## src/rtl/bit_serial_alu.sv

```systemverilog
// Bit-serial ALU: one 1-bit slice, LSB first, one bit per clock.
// Valid/ready on both sides; result held in DONE until taken.
module bit_serial_alu #(
  parameter int WIDTH = 8
) (
  input  logic             clk,
  input  logic             rst,
  input  logic             in_valid,
  output logic             in_ready,
  input  logic [WIDTH-1:0] a,
  input  logic [WIDTH-1:0] b,
  input  logic [2:0]       sel,
  output logic             out_valid,
  input  logic             out_ready,
  output logic [WIDTH-1:0] result,
  output logic             c_out
);

  localparam int CW = $clog2(WIDTH);

  typedef enum logic [1:0] {
    IDLE,
    RUN,
    DONE
  } state_t;

  state_t state, state_nxt;

  logic [WIDTH-1:0] a_q;
  logic [WIDTH-1:0] b_q;
  logic [WIDTH-2:0] sh_q;
  logic [WIDTH-1:0] sh_nxt;
  logic [2:0]       sel_q;
  logic             cy_q;
  logic             cy_nxt;
  logic             bit_o;
  logic [CW-1:0]    cnt_q;
  logic             last;

  logic ai, bi;
  logic is_add, is_sub, is_and, is_nor, is_xor;

  assign ai     = a_q[0];
  assign bi     = b_q[0];
  assign last   = (cnt_q == CW'(WIDTH - 1));
  assign sh_nxt = {bit_o, sh_q};

  assign is_add = (sel_q == 3'b000);
  assign is_sub = (sel_q == 3'b001);
  assign is_and = (sel_q == 3'b010);
  assign is_nor = (sel_q == 3'b011);
  assign is_xor = (sel_q == 3'b111);

  // single-bit slice: result bit and next carry/borrow
  always_comb begin
    bit_o  = 1'b0;
    cy_nxt = 1'b0;
    unique case (1'b1)
      is_add: begin
        bit_o  = ai ^ bi ^ cy_q;
        cy_nxt = (ai & bi) | (bi & cy_q) | (cy_q & ai);
      end
      is_sub: begin
        bit_o  = ai ^ bi ^ cy_q;
        cy_nxt = (~ai & bi) | (~(ai ^ bi) & cy_q);
      end
      is_and: bit_o = ai & bi;
      is_nor: bit_o = ~(ai | bi);
      is_xor: bit_o = ai ^ bi;
      default: begin
        bit_o  = 1'b0;
        cy_nxt = 1'b0;
      end
    endcase
  end

  // state register
  always_ff @(posedge clk) begin
    if (rst) state <= IDLE;
    else     state <= state_nxt;
  end

  // next state and handshake outputs
  always_comb begin
    state_nxt = state;
    in_ready  = 1'b0;
    out_valid = 1'b0;
    case (state)
      IDLE: begin
        in_ready = 1'b1;
        if (in_valid) state_nxt = RUN;
      end
      RUN: begin
        if (last) state_nxt = DONE;
      end
      DONE: begin
        out_valid = 1'b1;
        if (out_ready) state_nxt = IDLE;
      end
      default: state_nxt = IDLE;
    endcase
  end

  // operand capture, serial shift and result latch
  always_ff @(posedge clk) begin
    if (rst) begin
      a_q    <= '0;
      b_q    <= '0;
      sel_q  <= '0;
      sh_q   <= '0;
      cy_q   <= 1'b0;
      cnt_q  <= '0;
      result <= '0;
      c_out  <= 1'b0;
    end else begin
      case (state)
        IDLE: begin
          if (in_valid) begin
            a_q   <= a;
            b_q   <= b;
            sel_q <= sel;
            cy_q  <= 1'b0;
            cnt_q <= '0;
          end
        end
        RUN: begin
          a_q  <= a_q >> 1;
          b_q  <= b_q >> 1;
          sh_q <= sh_nxt[WIDTH-1:1];
          cy_q <= cy_nxt;
          if (last) begin
            cnt_q  <= '0;
            result <= sh_nxt;
            c_out  <= cy_nxt;
          end else begin
            cnt_q <= cnt_q + 1'b1;
          end
        end
        default: ;
      endcase
    end
  end

endmodule
```

## config.mk

```make
export PLATFORM = sky130hd
export DESIGN_NAME = bit_serial_alu
export DESIGN_NICKNAME = d
export VERILOG_FILES = /design/src/rtl/bit_serial_alu.sv
export SDC_FILE = /design/constraint.sdc
export NUM_CORES = 1
export LEC_CHECK = 0
export BUFFER_PORTS_ARGS = -buffer_cell sky130_fd_sc_hd__buf_2
export CAP_MARGIN = 10
export CORE_AREA = 2 2 68 70
export CTS_BUF_LIST = sky130_fd_sc_hd__clkbuf_4
export CTS_CLUSTER_DIAMETER = 200
export DETAILED_ROUTE_END_ITERATION = 6
export DIE_AREA = 0 0 70 72
export PLACE_DENSITY = 0.65
export RECOVER_POWER = 50
export SLEW_MARGIN = 15
export SYNTH_ARGS = -nofsm -noshare
export SYNTH_HDL_FRONTEND = slang
export SYNTH_SLANG_ARGS = --single-unit
```

## constraint.sdc

```tcl
create_clock -name clk -period 2.76 [get_ports clk]
set_clock_uncertainty 0.15 [all_clocks]
set_input_delay 0.414 -clock clk [delete_from_list [all_inputs] [get_ports clk]]
set_output_delay 0.414 -clock clk [all_outputs]
set_load 0.005 [all_outputs]
```

==> results.md <==
- Slew headroom: 0.457
- Synth Flop Type: dfxtp_1
- Reg2reg start: state[0]$_SDFFE_PP0P_
- Final Net Count: 271
- Slowest CP cell: clkbuf_1
- Post-CTS setup buffers: 0
- Worst Reg-to-Reg Cells: 4
- Switch share: 0.267
- End of the critical path: b_q[6]$_SDFFE_PP0P_
- Max Slew Vio Count: 0
- # DRC: 0
- Root buffer cell: clkbuf_4
- Clock buffer depth: 2
- Layout cell share with drive strength beyond 1: 0.224
- Input/output buffers: 33
- Initial DRC count: 112
- Congestion Overflow GR: 0
- H-tree Lvls: 2
- Minimum clock period: 2.09 ns
- Fin crit share: 0.757
- Die area: 5040 um^2
- Setup TNS Final: 0 ns
- Post-route insts no fill: 293
- Placed insts: 287
- Max Freq: 479 MHz
- Worst-Skew Late Latency: 0.34 ns
- Int Power: 0.765 mW
- Largest family of logic cells by synthesized area: simple AND/OR/NAND/NOR gates
- Routed length per instance: 12.3 um
- Post-synthesis cell type count: 31
- DR pass1 iterations: 4
- Die Y: 72 um
- IR drop worst, VDD: 0.358 mV
- Diodes inserted: 0
- CORE AREA: 4260 um^2
- Crit path cell chain: nor2b_1 -> clkbuf_1 -> nand2_1 -> a311oi_2
- Post-synthesis sequential area ratio: 0.436
- Switching Power: 0.279 mW
- DR vias/cell: 5.15
- Initial antenna violation count: 0
- Synthesized net count: 243
- Clk slew on worst S/H paths: 0.12 ns
- Seq pwr share: 0.613
- Post-synthesis mux area share: 0.0326
- Leakage power: 0.793 nW
- Die Width: 70 um
- WP data required: 2.87 ns
- Area of the multi-input gates: 930 um^2
- Most frequent cells in the layout: 50 x nand2_1, 41 x dfxtp_1, 30 x buf_2, 20 x nor2_1, 19 x a21oi_1
- Critical Path Source: state[0]$_SDFFE_PP0P_
- Crit path DAT: 2.20 ns
- Post-Route WL: 3590 um
- Clock power frac: 0.257
- Hold slack: 0.168 ns
- YS warnings: 0
- Final setup fails: 0
- Simple-gate area share of the yosys netlist: 0.231
- Number of enable flip-flop cells after synthesis: 0
- Gr usage total: 0.154
- XOR/XNOR share of the synthesized area: 0
- Unrepaired setup endpoints after global routing: no
- Share of the synthesized area in the top cell type: 0.436
- Area Overhead vs Synth: 9.71%
- #FFs+latches synth: 41
- Gate Count Post-Synth: 214
- CTS buffer count: 5
- Vias in the first global route: 1400
- Syn avg cell area: 8.79 um^2
- Max stage delay on crit path: 0.64 ns
- TritonCTS clock tree: done
- Post-DRT Antenna Nets: 0
- Synth Cell Area: 1880 um^2
- DP Wirelength: 2420 um
- Crit-path max FO: 18
- FF+latch area: 821 um^2
- Synth area leaders: dfxtp_1 44%, nand2_1 10%, a311oi_2 6.4%
- Post_cts resized: 0
- Placed cell area: 2040 um^2
- Commonest non-fill, non-tap cell in the layout: nand2_1
- Pwr Total: 1.04 mW
- Finished Cell Area: 2060 um^2
- CP Launch Type: register
- Initial Utilization: 0.441
- Cell taking the most area after synthesis: dfxtp_1
- # fillers: 443
- Hold Vio Cnt, Final: 0
- Comb pwr share: 0.130
- Status: finished clean
- Tightest Pin Transition: 0.815 ns
- Worst hold path type: in2reg
- Crit path capture type: register
- I/O pin total: 34
- Clk sinks: 41
- Compound-cell area share of the yosys netlist: 0.186
- Vias: 1508
- Pwr dens: 506 nW/um^2
- CTS Hold Bufs: 0
- First-pass GRT wire length: 6150 um
- Synth Area in Adders: 0.0479
- Crit Reg-Reg Endpoint: b_q[6]$_SDFFE_PP0P_
- R2r setup slk: 0.67 ns
- RePlAce Congestion: 0.733
- Std-Cell Rows: 24
- Asr flop ratio synth: 0
- Setup CP Type: reg2reg
- Largest net degree at the start of global routing: 42
- Max-cap violations: 0
-- synthesized netlist by cell type, types with 3 or more instances --
library cell and count:
clkbuf_1 5, ha_1 4, a21oi_1 19, a22oi_1 3, buf_6 3, buf_2 5, a311oi_1 8, mux2i_1 5
nor2_1 20, a311oi_2 8, inv_1 4, dfxtp_1 41, nand3_1 8, nor2_2 6, nand3b_1 3, nand2b_1 4
nand2_1 50
-- worst min path at each step --
stage / endpoint / startpoint / slack [ns] / cells after the start
3_5_place_dp: result[4]$_SDFFE_PP0P_ / result[4]$_SDFFE_PP0P_ / 0.29 / 2
6_report: sel_q[1]$_SDFFE_PP0P_ / sel[1] / 0.17 / 3
3_3_place_gp: result[5]$_SDFFE_PP0P_ / result[5]$_SDFFE_PP0P_ / 0.29 / 2
5_1_grt: a_q[5]$_SDFFE_PP0P_ / a[5] / 0.17 / 3
4_1_cts: sel_q[1]$_SDFFE_PP0P_ / sel[1] / 0.16 / 3
2_1_floorplan: sh_q[0]$_SDFFE_PP0N_ / sh_q[0]$_SDFFE_PP0N_ / 0.29 / 2
-- cells by family (layout without fill, tap and decap cells) --
kind of cell | Yosys count | in the layout
and+or+nand+nor | 97 | 97
adders and majority gates | 6 | 6
buffers and inverters | 21 | 48
muxes | 6 | 6
AOI/OAI and AO/OA | 43 | 43
DFF | 41 | 41
-- power groups by stage --
stage	clock [mW]	combinational (mW)	sequential [mW]
floorplan	0	0.116	0.647
global placement	0	0.138	0.653
detailed placement	0	0.139	0.654
CTS	0.280	0.140	0.641
global route	0.301	0.154	0.644
finish	0.269	0.136	0.640
-- final cells by class --
class                   count  share of cell area
clock buffers               5              0.0182
clock inverters             1             0.00242
inverters                   4             0.00727
multi-input cells         152               0.450
flip-flops and latches     41               0.398
well taps                  52              0.0315
repair buffers             38              0.0927
-- layer usage --
layer | track usage | routed length (um) | share of wire | vias to the layer above
met4 | 0.0705 | 65 | 0.018 | 0
met5 | 0 | 0 | 0 | -
met2 | 0.255 | 1660 | 0.46 | 35
met3 | 0.0333 | 138 | 0.038 | 7
met1 | 0.193 | 1730 | 0.48 | 678
li1 | - | - | - | 788
-- through the flow --
stage / setup slack [ns] / utilization
floorplan: 1.30 / -
finish: 0.670 / 0.484
CTS: 0.890 / 0.489
global route: 0.488 / 0.484
detailed placement: 0.939 / 0.479
global placement: 0.954 / 0.479
-- critical path: cells and delay by family (launching register included) --
kind | cells | cell delay [ns]
AO/OA/AOI/OAI | 1 | 0.26
buffers and inverters | 1 | 0.64
AND/OR/NAND/NOR | 2 | 0.41
flip-flops | 1 | 0.55
-- sequential cells by signal (all words and copies together) (netlist names), 2 cells and up --
register / count
a_q: 8
state: 2
cnt_q: 3
sel_q: 3
b_q: 8
sh_q: 7
result: 8
No activity file was read; power rests on OpenSTA's default activity.
